<file path="config.mk">
export PLATFORM = sky130hd
export DESIGN_NAME = lsu_mem_ctrl
export DESIGN_NICKNAME = d
export VERILOG_FILES = /design/src/rtl/lsu_pkg.sv /design/src/rtl/lsu_load_align.sv /design/src/rtl/lsu_mem_ctrl.sv
export SDC_FILE = /design/constraint.sdc
export NUM_CORES = 1
export LEC_CHECK = 0
export BUFFER_PORTS_ARGS = -buffer_cell sky130_fd_sc_hd__buf_2
export CAP_MARGIN = 30
export CORE_AREA = 3 3 181 183
export DETAILED_ROUTE_END_ITERATION = 10
export DIE_AREA = 0 0 184 186
export PLACE_DENSITY = 0.79
export SLEW_MARGIN = 20
export SYNTH_ARGS = -nofsm -noshare
export SYNTH_HDL_FRONTEND = slang
export SYNTH_SLANG_ARGS = --single-unit
</file>
<file path="constraint.sdc">
create_clock -name clk -period 6.35 [get_ports clk]
set_input_delay 1.27 -clock clk [delete_from_list [all_inputs] [get_ports clk]]
set_output_delay 1.27 -clock clk [all_outputs]
set_load 0.02 [all_outputs]
</file>
<file path="src/rtl/lsu_pkg.sv">
// lsu_pkg: shared encodings for the load/store memory sequencer
// and its load-alignment helper.
package lsu_pkg;

  localparam logic [2:0] F3_B  = 3'b000;
  localparam logic [2:0] F3_H  = 3'b001;
  localparam logic [2:0] F3_W  = 3'b010;
  localparam logic [2:0] F3_D  = 3'b011;
  localparam logic [2:0] F3_BU = 3'b100;
  localparam logic [2:0] F3_HU = 3'b101;
  localparam logic [2:0] F3_WU = 3'b110;

  typedef enum logic [1:0] {
    EXC_LD_MIS   = 2'd0,
    EXC_ST_MIS   = 2'd1,
    EXC_LD_FAULT = 2'd2,
    EXC_ST_FAULT = 2'd3
  } exc_cause_e;

  typedef enum logic [1:0] {
    IDLE = 2'd0,
    REQ  = 2'd1,
    WAIT = 2'd2,
    RESP = 2'd3
  } lsu_state_e;

  function automatic logic misaligned(
    input logic [1:0] size,
    input logic [2:0] off
  );
    case (size)
      2'd0:    misaligned = 1'b0;
      2'd1:    misaligned = off[0];
      2'd2:    misaligned = |off[1:0];
      default: misaligned = |off;
    endcase
  endfunction

  function automatic logic f3_invalid(
    input logic       store,
    input logic [2:0] f3
  );
    f3_invalid = store ? f3[2] : (f3 == 3'b111);
  endfunction

endpackage

</file>
<file path="src/rtl/lsu_load_align.sv">
// lsu_load_align: shifts the read word down to the addressed byte
// lane and sign- or zero-extends according to funct3.
module lsu_load_align
  import lsu_pkg::*;
#(
  parameter int N = 64
) (
  input  logic [N-1:0]           i_rdata,
  input  logic [$clog2(N/8)-1:0] i_off,
  input  logic [2:0]             i_funct3,
  output logic [N-1:0]           o_data
);

  logic [N-1:0] w_sh;

  assign w_sh = i_rdata >> {i_off, 3'b000};

  always_comb begin
    o_data = w_sh;
    case (i_funct3)
      F3_B:    o_data = N'($signed(w_sh[7:0]));
      F3_H:    o_data = N'($signed(w_sh[15:0]));
      F3_W:    o_data = N'($signed(w_sh[31:0]));
      F3_BU:   o_data = N'(w_sh[7:0]);
      F3_HU:   o_data = N'(w_sh[15:0]);
      F3_WU:   o_data = N'(w_sh[31:0]);
      default: o_data = w_sh;
    endcase
  end

endmodule

</file>
<file path="src/rtl/lsu_mem_ctrl.sv">
// lsu_mem_ctrl: sequences one load/store at a time onto a
// valid/ready data-memory port, with alignment and fault checks.
module lsu_mem_ctrl
  import lsu_pkg::*;
#(
  parameter int N       = 64,
  parameter int TIMEOUT = 255
) (
  input  logic           clk,
  input  logic           rst_n,
  input  logic           req_valid,
  input  logic           req_load,
  input  logic           req_store,
  input  logic [2:0]     req_funct3,
  input  logic [N-1:0]   req_addr,
  input  logic [N-1:0]   req_storeData,
  output logic           req_ready,
  output logic           stall,
  output logic           resp_valid,
  output logic [N-1:0]   resp_loadData,
  output logic           exc_valid,
  output logic [1:0]     exc_cause,
  output logic [N-1:0]   exc_addr,
  output logic           mem_req_valid,
  input  logic           mem_req_ready,
  output logic           mem_we,
  output logic [N-1:0]   mem_addr,
  output logic [N-1:0]   mem_wdata,
  output logic [N/8-1:0] mem_wmask,
  input  logic           mem_rsp_valid,
  input  logic [N-1:0]   mem_rsp_rdata,
  input  logic           mem_rsp_err
);

  localparam int NB = N / 8;
  localparam int OW = $clog2(NB);
  localparam int CW = $clog2(TIMEOUT + 2);

  lsu_state_e    r_state;
  lsu_state_e    w_next;
  logic [N-1:0]  r_addr;
  logic [N-1:0]  r_sdata;
  logic [N-1:0]  r_rdata;
  logic [2:0]    r_f3;
  logic          r_store;
  logic          r_exc;
  logic          r_inv;
  exc_cause_e    r_cause;
  logic [CW-1:0] r_cnt;

  logic          w_op;
  logic          w_store;
  logic          w_mis;
  logic          w_inv;
  logic          w_accept;
  logic          w_busy;
  logic          w_hs;
  logic          w_rsp;
  logic          w_tmo;
  logic [OW-1:0] w_off;
  logic [NB-1:0] w_bmask;
  logic [N-1:0]  w_ld;

  // Gating with rst_n keeps req_ready/stall low while reset is held.
  assign w_op     = rst_n & req_valid & (req_load | req_store);
  assign w_store  = req_store & ~req_load;
  assign w_mis    = misaligned(req_funct3[1:0], req_addr[2:0]);
  assign w_inv    = f3_invalid(w_store, req_funct3);
  assign w_accept = (r_state == IDLE) & w_op;
  assign w_busy   = (r_state == REQ) | (r_state == WAIT);
  assign w_hs     = (r_state == REQ) & mem_req_ready;
  assign w_rsp    = (r_state == WAIT) & mem_rsp_valid;
  assign w_off    = r_addr[OW-1:0];

  // A handshake or response in the expiry cycle wins over the timeout.
  assign w_tmo = w_busy & (r_cnt >= CW'(TIMEOUT - 1)) & ~w_hs & ~w_rsp;

  always_comb begin
    case (r_f3[1:0])
      2'd0:    w_bmask = NB'(8'h01);
      2'd1:    w_bmask = NB'(8'h03);
      2'd2:    w_bmask = NB'(8'h0F);
      default: w_bmask = NB'(8'hFF);
    endcase
  end

  lsu_load_align #(.N(N)) u_align (
    .i_rdata  (r_rdata),
    .i_off    (w_off),
    .i_funct3 (r_f3),
    .o_data   (w_ld)
  );

  always_ff @(posedge clk or negedge rst_n) begin
    if (!rst_n) begin
      r_state <= IDLE;
      r_addr  <= '0;
      r_sdata <= '0;
      r_rdata <= '0;
      r_f3    <= '0;
      r_store <= 1'b0;
      r_exc   <= 1'b0;
      r_inv   <= 1'b0;
      r_cause <= EXC_LD_MIS;
      r_cnt   <= '0;
    end else begin
      r_state <= w_next;
      if (w_accept) begin
        r_addr  <= req_addr;
        r_sdata <= req_storeData;
        r_f3    <= req_funct3;
        r_store <= w_store;
        r_exc   <= w_mis;
        r_inv   <= w_inv & ~w_mis;
        r_cause <= w_store ? EXC_ST_MIS : EXC_LD_MIS;
        r_rdata <= '0;
        r_cnt   <= '0;
      end
      if (w_busy) begin
        r_cnt <= r_cnt + CW'(1);
      end
      if (w_rsp) begin
        r_rdata <= mem_rsp_rdata;
      end
      if (w_tmo | (w_rsp & mem_rsp_err)) begin
        r_exc   <= 1'b1;
        r_cause <= r_store ? EXC_ST_FAULT : EXC_LD_FAULT;
      end
    end
  end

  always_comb begin
    w_next        = r_state;
    req_ready     = 1'b0;
    stall         = 1'b0;
    resp_valid    = 1'b0;
    resp_loadData = '0;
    exc_valid     = 1'b0;
    exc_cause     = 2'd0;
    exc_addr      = '0;
    mem_req_valid = 1'b0;
    mem_we        = 1'b0;
    mem_addr      = '0;
    mem_wdata     = '0;
    mem_wmask     = '0;
    unique case (r_state)
      IDLE: begin
        req_ready = w_op;
        stall     = w_op;
        if (w_op) begin
          w_next = (w_mis | w_inv) ? RESP : REQ;
        end
      end
      REQ: begin
        stall         = 1'b1;
        mem_req_valid = 1'b1;
        mem_we        = r_store;
        mem_addr      = r_addr;
        if (r_store) begin
          mem_wmask = w_bmask << w_off;
          mem_wdata = r_sdata << {w_off, 3'b000};
        end
        if (mem_req_ready) begin
          w_next = WAIT;
        end else if (w_tmo) begin
          w_next = RESP;
        end
      end
      WAIT: begin
        stall = 1'b1;
        if (mem_rsp_valid | w_tmo) begin
          w_next = RESP;
        end
      end
      RESP: begin
        resp_valid = 1'b1;
        exc_valid  = r_exc;
        w_next     = IDLE;
        if (r_exc) begin
          exc_cause = r_cause;
          exc_addr  = r_addr;
        end else if (!r_store && !r_inv) begin
          resp_loadData = w_ld;
        end
      end
      default: w_next = IDLE;
    endcase
  end

endmodule

</file>
==> flow_summary.json <==
{
  "part_of_the_total_power_dissipated_in_sequential_elements": 0.317,
  "cts_root_buf": "sky130_fd_sc_hd__clkbuf_16",
  "power_report.internal_total_mw": 4.62,
  "tritoncts.num_buffers": 25,
  "setup.reg_to_reg.worst_slack_ns": 2.88,
  "synth_nets": 1922,
  "switching_share": 0.485,
  "die-height_um": 186,
  "layout.nets": 2303,
  "crit-reg2reg-launch": "r_state[0]$_DFFE_PN0P_",
  "cpLargestDelayFamily": "buffers and inverters",
  "drcViolationCount": 0,
  "synth_area_per_cell_um2": 7.93,
  "timing.critical_path.arrival_ns": 3.75,
  "worst_r2r_endpoint": "r_rdata[10]$_DFFE_PN0P_",
  "routed_via_density": 5.63,
  "post_cts_resize_count": 0,
  "finalSetupTns_ns": 0,
  "worst_r2r_path_depth": 8,
  "drt_pre_antenna_iters": 5,
  "grt_antenna_before_repair": 4,
  "gr-total-overflow": 0,
  "max-clock-path-buffers": 3,
  "achievable-frequency_mhz": 199,
  "netSwitchingPower_mw": 4.35,
  "slowest_stage": "sky130_fd_sc_hd__dfrtp_2",
  "flow.area_growth_from_synthesis_pct": 24.7,
  "timing_max_transition_violations_final": 0,
  "critPathKind": "reg -> out",
  "min_delay_worst_endpoint": "r_cause[1]$_DFFE_PN0P_",
  "tightestPinTransition_ns": 0.889,
  "cp_max_fo": 52,
  "layout.cell_area.non_filler_um2": 16900,
  "grt_max_degree": 91,
  "timing.critical_path.from_type": "flop",
  "timing.critical_path.buf_inv": 3,
  "synth_enable_flop_cells": 0,
  "synth_area_um2": 13600,
  "unrepaired_setup_endpoints_after_global_routing": "no",
  "cp_slowest_stage_delay_ns": 0.63,
  "track_usage": 0.295,
  "min_period_over_period": 0.790,
  "floorplan.initialDensity": 0.432,
  "synth.lib_cells_used.distinct": 56,
  "yosysSeqAreaShare": 0.389,
  "synth.ff_latch_count": 211,
  "final_setup_fails": 0,
  "layout_min_cycle_time_ns": 5.02,
  "io_buffers": 474,
  "drt-initial-drc-count": 1207,
  "grt_first_pass_wirelength_um": 78800,
  "worst_clock_skew_on_the_final_layout_ns": 0.0162,
  "number_of_setup_buffers_added_after_cts": 0,
  "grt_pass1_vias": 13300,
  "ys.warnings.count": 0,
  "max_cap_viols": 0,
  "tritoncts_clock_tree": "built",
  "design.die.area_um2": 34200,
  "critical_path_required_ns": 5.08,
  "nFillCells": 2990,
  "post_placement_cell_area_um2": 16000,
  "power.clock.fraction": 0.153,
  "ir_drop_mv": 0.252,
  "seq_area_um2": 5290,
  "static-leakage-power_nw": 9.22,
  "combinationalPowerShare": 0.530,
  "min-delay-path-class": "reg -> reg",
  "timing.max_slew.rel_slack": 0.405,
  "clk_transition_reported_paths_ns": 0.06,
  "hold_viol_final": 0,
  "io-pin-count": 475,
  "detailroute.via_count": 14100,
  "final_weighted_congestion_in_routability_driven_placement": 0.965,
  "fp.coreArea_um2": 31400,
  "die_w_um": 184,
  "power.density_cell_area_nw_per_um2": 531,
  "clock_sink_count": 211,
  "synth-main-ff-cell": "sky130_fd_sc_hd__dfrtp_1",
  "drt-total-wl_um": 52700,
  "num_rows": 65,
  "multi_input_comb_area_um2": 7630,
  "avgRoutedWirePerCell_um": 21.0,
  "cts.htree.levels": 1,
  "worstSetupEndpointType": "primary output",
  "status": "complete, no violations",
  "worst_hold_startpoint": "r_cause[1]$_DFFE_PN0P_",
  "clock_latency_ns": 0.53,
  "dpl.hpwl_um": 38300,
  "final_antenna_net_count": 0,
  "list_of_cells_traversed_by_the_critical_path": "inv_4 -> mux4_2 -> nor4_1 -> a211oi_4 -> buf_8 -> a21oi_1 -> buf_2",
  "holdBufCountCts": 0,
  "whs_path_depth": 1,
  "ys_async_sr_fraction": 1.00,
  "post_route_cells_drive_above_1_share": 0.299,
  "syn_inst": 1712
}
-- per-layer routing --
layer | vias up | GRT usage | wire (µm)
met3 | 140 | 0.0489 | 4260
met4 | 4 | 0.121 | 2420
met1 | 6815 | 0.387 | 20800
li1 | 6455 | - | -
met5 | - | 0 | 21
met2 | 728 | 0.489 | 25200
-- layout by cell type (no fill, tap or decap), types with 3 or more instances in the layout --
| master | netlist | routed |
|---|---|---|
| sky130_fd_sc_hd__o22a_1 | 8 | 8 |
| sky130_fd_sc_hd__clkinvlp_4 | 0 | 3 |
| sky130_fd_sc_hd__inv_1 | 11 | 10 |
| sky130_fd_sc_hd__and2_1 | 76 | 75 |
| sky130_fd_sc_hd__buf_2 | 23 | 473 |
| sky130_fd_sc_hd__xnor2_1 | 6 | 6 |
| sky130_fd_sc_hd__nand2b_1 | 5 | 5 |
| sky130_fd_sc_hd__a21oi_1 | 81 | 81 |
| sky130_fd_sc_hd__nand3_1 | 5 | 5 |
| sky130_fd_sc_hd__o2bb2ai_1 | 14 | 14 |
| sky130_fd_sc_hd__clkbuf_16 | 0 | 25 |
| sky130_fd_sc_hd__nor2b_1 | 21 | 21 |
| sky130_fd_sc_hd__a211oi_1 | 18 | 18 |
| sky130_fd_sc_hd__mux4_2 | 23 | 23 |
| sky130_fd_sc_hd__dfrtp_1 | 211 | 208 |
| sky130_fd_sc_hd__a21oi_2 | 10 | 10 |
| sky130_fd_sc_hd__o21bai_1 | 8 | 8 |
| sky130_fd_sc_hd__nand2_1 | 597 | 597 |
| sky130_fd_sc_hd__mux2_2 | 39 | 39 |
| sky130_fd_sc_hd__nor3_1 | 4 | 4 |
| sky130_fd_sc_hd__o21ai_0 | 110 | 110 |
| sky130_fd_sc_hd__a22oi_1 | 3 | 3 |
| sky130_fd_sc_hd__buf_4 | 4 | 19 |
| sky130_fd_sc_hd__o21a_1 | 3 | 3 |
| sky130_fd_sc_hd__ha_1 | 7 | 6 |
| sky130_fd_sc_hd__buf_8 | 0 | 6 |
| sky130_fd_sc_hd__and3_1 | 76 | 76 |
| sky130_fd_sc_hd__or3_1 | 4 | 4 |
| sky130_fd_sc_hd__clkinv_2 | 0 | 5 |
| sky130_fd_sc_hd__clkinv_4 | 0 | 3 |
| sky130_fd_sc_hd__nor2_1 | 93 | 93 |
| sky130_fd_sc_hd__mux2i_1 | 98 | 98 |
| sky130_fd_sc_hd__clkbuf_8 | 0 | 4 |
-- sequential cells by signal, indices dropped and copies added, names as in the netlist, 2 cells and up --
signal / flops
r_cause: 2
r_rdata: 64
r_state: 2
r_addr: 64
r_cnt: 9
r_sdata: 64
r_f3: 3
-- power by group through the flow --
| stage | Clock [mW] | Sequential, mW | Combinational [mW] |
|---|---|---|---|
| finish | 1.37 | 2.84 | 4.76 |
| global route | 1.45 | 2.91 | 5.21 |
| CTS | 1.39 | 2.82 | 4.67 |
| detailed placement | 0 | 2.83 | 4.65 |
| global placement | 0 | 2.80 | 4.54 |
| floorplan | 0 | 2.36 | 3.60 |
-- worst max-delay path by stage --
stage / startpoint / endpoint / slack (ns) / cells after the start
finish: r_addr[2]$_DFFE_PN0P_ / resp_loadData[35] / 1.33 / 7
global route: r_addr[2]$_DFFE_PN0P_ / resp_loadData[37] / 1.20 / 7
global placement: rst_n / stall / 1.89 / 7
CTS: r_addr[2]$_DFFE_PN0P_ / resp_loadData[37] / 1.39 / 7
floorplan: req_store / req_ready / 2.53 / 6
detailed placement: rst_n / stall / 1.84 / 7
-- through the flow --
step	total power, mW	hold slack [ns]	utilization	worst slack [ns]	cells
floorplan	5.96	0.441	-	2.53	1712
global placement	7.33	0.453	0.510	1.89	2460
detailed placement	7.49	0.458	0.511	1.84	2462
CTS	8.88	0.471	0.535	1.39	2504
global route	9.56	0.498	0.539	1.20	2511
finish	8.97	0.469	0.539	1.33	2511
-- logic make-up (layout without fill, tap and decap cells) --
family / Yosys count / in the layout / share of synthesized area
AO/OA/AOI/OAI: 274 / 274 / 0.122
multiplexers: 161 / 161 / 0.144
AND/OR/NAND/NOR: 892 / 892 / 0.284
flip-flops: 211 / 211 / 0.389
XOR/XNOR: 7 / 7 / 0.00452
other: 0 / 1 / 0
adder cells (fa/ha/maj): 7 / 7 / 0.00645
buffers and inverters: 160 / 556 / 0.0499
-- cell usage after synthesis, drive strengths merged, types with 12 or more instances --
library cell / instances / area share
nor2b: 21 / 0.0097
a211oi: 20 / 0.012
o21ai: 110 / 0.041
mux2i: 98 / 0.072
inv: 12 / 0.0035
and3: 76 / 0.035
nor2: 94 / 0.026
o2bb2ai: 14 / 0.0090
nand2: 597 / 0.17
clkbuf: 106 / 0.029
mux2: 40 / 0.033
mux4: 23 / 0.038
a21oi: 91 / 0.036
and2: 76 / 0.035
dfrtp: 211 / 0.39
buf: 41 / 0.017
-- layout make-up --
cell class              count  area share
multi-input cells        1341       0.451
flip-flops and latches    211       0.313
repair buffers            501       0.158
clock buffers              30      0.0405
well taps                 402      0.0297
clock inverters            12     0.00488
inverters                  13     0.00318
diodes                      1    0.000148
Power figures use the tool's default switching activity.
